### config.mk
export PLATFORM = sky130hd
export DESIGN_NAME = lpt_update_sched
export DESIGN_NICKNAME = d
export VERILOG_FILES = /design/src/rtl/lpt_update_sched.sv
export SDC_FILE = /design/constraint.sdc
export NUM_CORES = 1
export LEC_CHECK = 0
export ABC_AREA = 1
export BUFFER_PORTS_ARGS = -buffer_cell sky130_fd_sc_hd__buf_2
export CORE_UTILIZATION = 54
export DETAILED_ROUTE_END_ITERATION = 16
export PLACE_DENSITY = 0.75
export SLEW_MARGIN = 20
export SYNTH_ARGS = -nofsm -noshare
export SYNTH_HDL_FRONTEND = slang
export SYNTH_SLANG_ARGS = --single-unit
### constraint.sdc
create_clock -name clk -period 3.95 [get_ports clk]
set_input_delay 0.5925 -clock clk [delete_from_list [all_inputs] [get_ports clk]]
set_output_delay 0.5925 -clock clk [all_outputs]
set_load 0.005 [all_outputs]
### src/rtl/lpt_update_sched.sv
// Shares the single LPT address port between fetch lookups and buffered
// branch-resolution updates. Lookups win unless an update must be forced.
module lpt_update_sched #(
    parameter int unsigned DEPTH      = 4,
    parameter int unsigned ADDR_W     = 5,
    parameter int unsigned STARVE_LIM = 8
) (
    input  logic              clk,
    input  logic              rst,
    input  logic              lkp_valid,
    input  logic [ADDR_W-1:0] lkp_addr,
    output logic              lkp_stall,
    output logic              pred_valid,
    output logic              pred_out,
    input  logic              res_valid,
    input  logic [ADDR_W-1:0] res_addr,
    input  logic              res_taken,
    output logic              res_ready,
    input  logic              drain_req,
    output logic              drain_done,
    output logic [ADDR_W-1:0] tbl_addr,
    output logic              tbl_upd,
    output logic              tbl_result,
    input  logic              tbl_pred
);

    localparam int unsigned PTR_W = (DEPTH > 1) ? $clog2(DEPTH) : 1;
    localparam int unsigned CNT_W = $clog2(DEPTH + 1);
    localparam int unsigned AGE_W = $clog2(STARVE_LIM + 1);

    typedef enum logic {StNormal, StDrain} state_e;

    state_e             state_q, state_d;
    logic [PTR_W-1:0]   head_q, head_d;
    logic [PTR_W-1:0]   tail_q, tail_d;
    logic [CNT_W-1:0]   count_q, count_d;
    logic [AGE_W-1:0]   age_q, age_d;
    logic [CNT_W-1:0]   flush_q, flush_d;
    logic               done_q, done_d;
    logic [ADDR_W-1:0]  mem_addr_q [DEPTH];
    logic [ADDR_W-1:0]  mem_addr_d [DEPTH];
    logic               mem_taken_q [DEPTH];
    logic               mem_taken_d [DEPTH];

    logic hazard;
    logic force_upd;
    logic push;
    logic pop;
    logic drain_last;
    logic [PTR_W-1:0] slot_off;

    // Lookup hazard: the requested index matches any occupied FIFO slot.
    always_comb begin
        hazard   = 1'b0;
        slot_off = '0;
        for (int unsigned i = 0; i < DEPTH; i++) begin
            slot_off = PTR_W'(i) - head_q;
            if (lkp_valid && (mem_addr_q[i] == lkp_addr) && (CNT_W'(slot_off) < count_q)) begin
                hazard = 1'b1;
            end
        end
    end

    // Port grant and lookup-side outputs.
    always_comb begin
        // flush_q keeps updates flowing after a full FIFO so the stall stays DEPTH cycles.
        force_upd  = (count_q != '0) &&
                     ((state_q == StDrain) || (count_q == CNT_W'(DEPTH)) ||
                      (age_q >= AGE_W'(STARVE_LIM)) || (flush_q != '0) || hazard);
        tbl_upd    = force_upd || ((count_q != '0) && !lkp_valid);
        tbl_addr   = tbl_upd ? mem_addr_q[head_q] : lkp_addr;
        tbl_result = tbl_upd ? mem_taken_q[head_q] : 1'b0;
        pred_valid = lkp_valid && !tbl_upd;
        pred_out   = pred_valid ? tbl_pred : 1'b0;
        lkp_stall  = lkp_valid && tbl_upd;
        res_ready  = (count_q < CNT_W'(DEPTH)) && (state_q == StNormal);
        push       = res_valid && res_ready;
        pop        = tbl_upd;
        drain_last = (state_q == StDrain) && pop && (count_q == CNT_W'(1));
        drain_done = done_q || drain_last;
    end

    // FIFO pointers, occupancy, head age and full-flush countdown.
    always_comb begin
        head_d      = pop ? head_q + PTR_W'(1) : head_q;
        tail_d      = push ? tail_q + PTR_W'(1) : tail_q;
        count_d     = count_q + CNT_W'(push) - CNT_W'(pop);
        mem_addr_d  = mem_addr_q;
        mem_taken_d = mem_taken_q;
        if (push) begin
            mem_addr_d[tail_q]  = res_addr;
            mem_taken_d[tail_q] = res_taken;
        end
        age_d = age_q;
        if (pop || (count_q == '0)) begin
            age_d = '0;
        end else if (age_q < AGE_W'(STARVE_LIM)) begin
            age_d = age_q + AGE_W'(1);
        end
        flush_d = flush_q;
        if (pop && (count_q == CNT_W'(DEPTH))) begin
            flush_d = CNT_W'(DEPTH - 1);
        end else if (pop && (flush_q != '0)) begin
            flush_d = flush_q - CNT_W'(1);
        end
        if (count_d == '0) begin
            flush_d = '0;
        end
    end

    // Drain state machine; an empty drain completes on the following cycle.
    always_comb begin
        state_d = state_q;
        done_d  = 1'b0;
        unique case (state_q)
            StNormal: begin
                if (drain_req) begin
                    if (count_d == '0) begin
                        done_d = 1'b1;
                    end else begin
                        state_d = StDrain;
                    end
                end
            end
            StDrain: begin
                if (drain_last) begin
                    state_d = StNormal;
                end
            end
            default: state_d = StNormal;
        endcase
    end

    // Control state registers.
    always_ff @(posedge clk) begin
        if (rst) begin
            state_q <= StNormal;
            head_q  <= '0;
            tail_q  <= '0;
            count_q <= '0;
            age_q   <= '0;
            flush_q <= '0;
            done_q  <= 1'b0;
        end else begin
            state_q <= state_d;
            head_q  <= head_d;
            tail_q  <= tail_d;
            count_q <= count_d;
            age_q   <= age_d;
            flush_q <= flush_d;
            done_q  <= done_d;
        end
    end

    // FIFO payload storage; contents are only meaningful below count_q.
    always_ff @(posedge clk) begin
        mem_addr_q  <= mem_addr_d;
        mem_taken_q <= mem_taken_d;
    end

endmodule

### Yosys cells after proc, flatten, opt, wreduce, memory -nomap -nowiden

Cells that the tools add are included.

* add/sub/neg operators: 10
* order comparisons: 10
* equality and inequality tests: 6
* mux-type cells: 26
* bitwise logic cells: 4
* reductions and logical operators: 37

Operator list (number)
* 20-bit bitwise mux: 1
* 5-bit equality test: 4
* 5-bit two-way mux: 4
* 1-bit logical AND: 19
* 1-bit two-way mux: 13
* 2-bit by 3-bit < comparator with 1-bit output: 4
* 5-bit binary-select mux with 2-bit select: 1
* 5-bit demux with 2-bit select: 1
* 1-bit logical OR: 7
* 3-bit >= comparator, second input constant: 2
* 3-bit logical NOT: 2
* 2-bit NOT with 3-bit output: 2
* 3-bit nonzero test: 2
* 3-bit OR reduction: 2
* 2-bit by 1-bit adder with 2-bit output, second input constant: 2
* 4-bit by 1-bit adder with 4-bit output, second input constant: 1
* 4-bit bitwise mux: 1
* 4-bit >= comparator, second input constant: 1
* 4-bit < comparator, second input constant: 1
* 2-bit two-way mux: 2
* 2-bit OR reduction: 2
* 1-bit by 2-bit subtractor with 2-bit output, first input constant: 2
* 2-bit subtractor, first input constant: 2
* 3-bit by 1-bit adder with 3-bit output: 1
* 12 further kinds: 14

* register bits: 40
* output and inout bits: 12
* word-level logic and storage cells: 109

### Longest topological paths before layout

* word-level depth: 15
* gate-level depth with buffers: 25
* depth with buffers taken out: 24

### Worst setup path after synthesis

Ideal clock, no wire load.

* kind: reg-to-reg
* from: reg head_q[0]
* to: reg flush_q[2]
* library setup time: 115 ps
* arrival: 3081 ps
* path slack: 754 ps
* stages on the path, launching flop included: 24
* path buffers: 1
* clock period less this slack: 3196 ps
* path through: dfxtp_1 nand2_1 inv_1 nor2_1 inv_1 ha_1 a21boi_0 o21ai_0 nand3_1 nand3_2 nand2_4 inv_2 buf_12 ha_1 inv_1 ha_1 inv_1 fa_1 xor2_1 nand3_1 nand2_1 inv_1 nand2_1 a21oi_2

* cells in the longest elaborated chain, start to end: 13
* elaborated cells between the ends (all ways): 24

Ends and longest elaborated chain
* start: declaration: line 34 `logic [PTR_W-1:0] head_q, head_d;`
* start signal: assignment: line 138 `head_q <= '0;`
* start signal: assignment: line 146 `head_q <= head_d;`
* 1-bit by 2-bit subtractor with 2-bit output: line 57 `slot_off = PTR_W'(i) - head_q;`
* 2-bit by 3-bit < comparator with 1-bit output: line 58 `if (lkp_valid && (mem_addr_q[i] == lkp_addr) && (CNT_W'(slot_off) < count_q)) begin`
* 1-bit logical AND: line 58
* 1-bit two-way mux (3 in a row): line 58
* 1-bit two-way mux (*): line 58
* 1-bit logical OR (*): line 69 `(age_q >= AGE_W'(STARVE_LIM)) || (flush_q != '0) || hazard);`
* 1-bit logical AND (*): line 67 `force_upd = (count_q != '0) &&`
* 1-bit logical OR (*): line 70 `tbl_upd = force_upd || ((count_q != '0) && !lkp_valid);`
* via tbl_upd: line 22 `output logic tbl_upd,`
* 3-bit by 1-bit subtractor with 3-bit output: line 87 `count_d = count_q + CNT_W'(push) - CNT_W'(pop);`
* 3-bit logical NOT: line 106 `if (count_d == '0) begin`
* 3-bit OR reduction (no line)
* end signal: assignment: line 150 `flush_q <= flush_d;`
* end: declaration: line 38 `logic [CNT_W-1:0] flush_q, flush_d;`

Mark *: on every way through the listed nets, which the timed path passes. The rest lies on a longest branch.
A chain may end at the register's enable or synchronous reset.

### Worst setup path after layout

* from: reg head_q[0]
* to: reg flush_q[2]

* cells in the longest elaborated chain, start to end: 13
* elaborated cells between the ends (all ways): 24

Ends and longest elaborated chain (line)
* 1-bit by 2-bit subtractor with 2-bit output: 57
* 2-bit by 3-bit < comparator with 1-bit output: 58
* 1-bit logical AND: 58
* 1-bit two-way mux (3 in a row): 58
* 1-bit two-way mux (*): 58
* 1-bit logical OR (*): 69
* 1-bit logical AND (*): 67
* 1-bit logical OR (*): 70
* 3-bit by 1-bit subtractor with 3-bit output: 87
* 3-bit logical NOT: 106
* 3-bit OR reduction (no line)

Mark *: on every way between the ends. The rest lies on a longest branch, timed or not.

==> qor.csv <==
stage;metric;value;unit
run_status;status;complete, no violations;
floorplanning;coreArea;4120;sq um
run;maxCapViolations;0;
timing;finalCriticalPeriod;3.49;ns
timing;relSlewSlack;51.9;%
place;place_congestion;0.879;
detailed_routing;drtPass1Iterations;5;
yosys;synth_cell_types;32;
detailed_routing;totalWireLength;4760;um
layout;syn_to_final_growth;11.4;%
yosys;ys.flop_type;edfxtp_1;
timing;final_hold_viol_count;0;
place;placed_cell_area;2550;sq um
global_route;grt_overflow_total;0;
hold_path;hold_path_class;reg2reg;
clock_network;cts_max_level;2;
yosys;yosys.area.top_type;edfxtp_1;
floorplanning;fp.dieArea;4680;sq um
yosys;synth-seq-area-share;43.7;%
place;post-place-ws;0.506;ns
layout;final_cells;375;
clock_network;cts_setup_buffers;0;
power_and_ir_drop;clkPwrFrac;17.7;%
timing;setup-violations-final;0;
power_and_ir_drop;sw_frac_of_total;41.8;%
yosys;synthXorXnorAreaFrac;2.94;%
layout;drive_gt1_share;19.4;%
yosys;synth.area.top_cells;edfxtp_1 (30%), dfxtp_1 (13%), nand2_1 (12%), inv_1 (7.7%), ha_1 (7.4%);
yosys;yosysMostFrequentCell;nand2_1;
yosys;synth_nets;323;
power_and_ir_drop;seq_power_share;32.6;%
timing;timing.hold.ws;0.485;ns
yosys;ys_warn_count;0;
floorplanning;start_util;57.9;%
timing;rsz0062_at_grt;no;
place;dpl.hpwl;3650;um
clock_network;cts.sinks;40;
detailed_routing;drc;0;
detailed_routing;ant_nets;0;
timing;skew;0.00878;ns
global_route;grt.total_usage;23.5;%
yosys;synth_compound_area_share;11.0;%
global_route;grt_pass1_vias;1747;
yosys;synthMuxAreaShare;0;%
yosys;avgSynthCellArea;8.18;sq um
layout;diodes;0;
power_and_ir_drop;p_int;1060;uW
yosys;synthCells;291;
yosys;yosysTopAreaCellShare;30.3;%
clock_network;tritoncts;yes;
yosys;synth_area;2380;sq um
clock_network;cts.path.max_buffers;2;
clock_network;clk_pin_slew_worst_paths;0.08;ns
clock_network;cts_root_buf;clkbuf_8;
clock_network;cts_resized;0;
yosys;yosys.area_share.simple;23.1;%
yosys;synth_adder_area_share;8.20;%
layout;post-route-cell-area;2650;sq um
layout;n_fill_cell;372;
global_route;grt_first_pass_wirelength;7760;um
clock_network;cts-hold-fix-buffers;0;
detailed_routing;wl_per_cell;12.7;um
power_and_ir_drop;p_per_area;690;nW/um^2
setup_path;critPathMaxFanout;12;
place;io_buffers;28;
yosys;synth_seq_cells;40;
detailed_routing;drt-initial-drc-count;81;
power_and_ir_drop;comb_power_share;49.7;%
setup_path;crit_type;reg2reg;
floorplanning;num_rows;23;
timing;fmax;287;MHz
yosys;synth_top_family_by_area;simple AND/OR/NAND/NOR gates;
floorplanning;die_h;68.4;um
clock_network;cts_buffers;5;
timing;final_max_slew_viol_count;0;
floorplanning;boundaryPins;29;
global_route;grt_max_degree;13;
global_route;antenna_found_initial;0;
setup_path;worstSetupEndpointType;flip-flop;
yosys;synth-edff-count;24;
detailed_routing;via_per_inst;5.15;
clock_network;clk_latency;0.29;ns
setup_path;worstPathArrival;3.68;ns
setup_path;cp_data_required_time;4.14;ns
power_and_ir_drop;switching_power;766;uW
timing;period_share;88.3;%
floorplanning;die_w;68.4;um
setup_path;crit_path_start_kind;flip-flop;
power_and_ir_drop;leakage;0.00125;uW
power_and_ir_drop;ir_worst_vdd;303;uV
layout;final_nets;356;
yosys;yosys-top-cells-count;nand2_1 (73), inv_1 (49), nor2_1 (30);
yosys;async_reset_ff_share;0;%
timing;setup_ws;0.463;ns
timing;tightest_slew;0.719;ns
timing;fin_tns_setup;0;ns
place;place_inst;367;
detailed_routing;vias;1933;
power groups by stage:
stage | Combinational [uW] | Clock, uW | Sequential, uW
after floorplan | 737 | 0 | 580
after global placement | 889 | 0 | 606
after detailed placement | 906 | 0 | 607
after CTS | 914 | 329 | 598
after global routing | 1060 | 345 | 610
final | 909 | 324 | 598
placed cells by master (no fill, tap or decap), types with 4 or more instances in the layout:
| cell type | n |
|---|---|
| xor2_1 | 4 |
| o22ai_1 | 5 |
| edfxtp_1 | 24 |
| nand2_1 | 73 |
| nor2_1 | 30 |
| buf_2 | 28 |
| nand3_1 | 12 |
| o21ai_2 | 8 |
| inv_1 | 49 |
| o21ai_0 | 4 |
| xnor2_1 | 4 |
| dfxtp_1 | 16 |
| inv_2 | 7 |
| clkbuf_8 | 5 |
| ha_1 | 14 |
| a21oi_1 | 10 |
per-layer routing:
layer	routed length (um)	GRT usage, %
met5	0	0
met4	101	9.38
met3	171	5.17
met2	2250	39.8
met1	2230	28.8
cells by family after synthesis:
group | after synthesis
XOR/XNOR | 8
AND/OR/NAND/NOR | 130
adder cells (fa/ha/maj) | 15
flip-flops | 40
buffers and inverters | 60
AO/OA/AOI/OAI | 38
critical path, stage by stage, from the launching register on:
cell and delay [ns]:
dfxtp_1 0.41, nor2_1 0.07, buf_4 0.15, nor2_1 0.21
ha_1 0.27, inv_1 0.05, nor2_1 0.03, a21oi_1 0.20
nand2_1 0.07, nor2_1 0.09, nor2_1 0.07, nand3_2 0.09
nand2_4 0.13, inv_2 0.08, ha_1 0.22, inv_1 0.06
ha_1 0.14, inv_1 0.05, fa_1 0.37, xor2_1 0.21
nand3_1 0.15, nand2_1 0.11, inv_1 0.05, nand2_1 0.07
a21oi_2 0.03
sequential cells by signal (all words and copies together) (netlist names):
signal       count
age_q            4
count_q          3
done_q           1
flush_q          3
head_q           2
mem_addr_q      20
mem_taken_q      4
state_q          1
tail_q           2
worst paths after layout:
| path | slack, ns | from | endpoint | depth (start not counted) |
|---|---|---|---|---|
| max reg2reg | 0.46 | head_q[0]$_SDFFE_PP0N_ | flush_q[2]$_SDFFE_PP0P_ | 24 |
| min | 0.48 | age_q[2]$_SDFFE_PP0N_ | age_q[2]$_SDFFE_PP0N_ | 2 |
| max | 0.46 | head_q[0]$_SDFFE_PP0N_ | flush_q[2]$_SDFFE_PP0P_ | 24 |
| min reg2reg | 0.48 | age_q[2]$_SDFFE_PP0N_ | age_q[2]$_SDFFE_PP0N_ | 2 |
final cells by class:
| cell class | count | area, sq um | area share (%) |
|---|---|---|---|
| repair buffers | 30 | 155 | 5.85 |
| clock inverters | 3 | 37.5 | 1.42 |
| clock buffers | 5 | 68.8 | 2.59 |
| well taps | 50 | 62.6 | 2.36 |
| inverters | 56 | 210 | 7.92 |
| flip-flops and latches | 40 | 1040 | 39.2 |
| multi-input cells | 191 | 1080 | 40.6 |
metrics by stage:
stage	power [uW]	utilization (%)
5_1_grt	2010	64.5
2_1_floorplan	1320	-
4_1_cts	1840	64.5
6_report	1830	64.5
3_5_place_dp	1510	61.9
3_3_place_gp	1490	61.9
(Power assumes the default switching activity.)
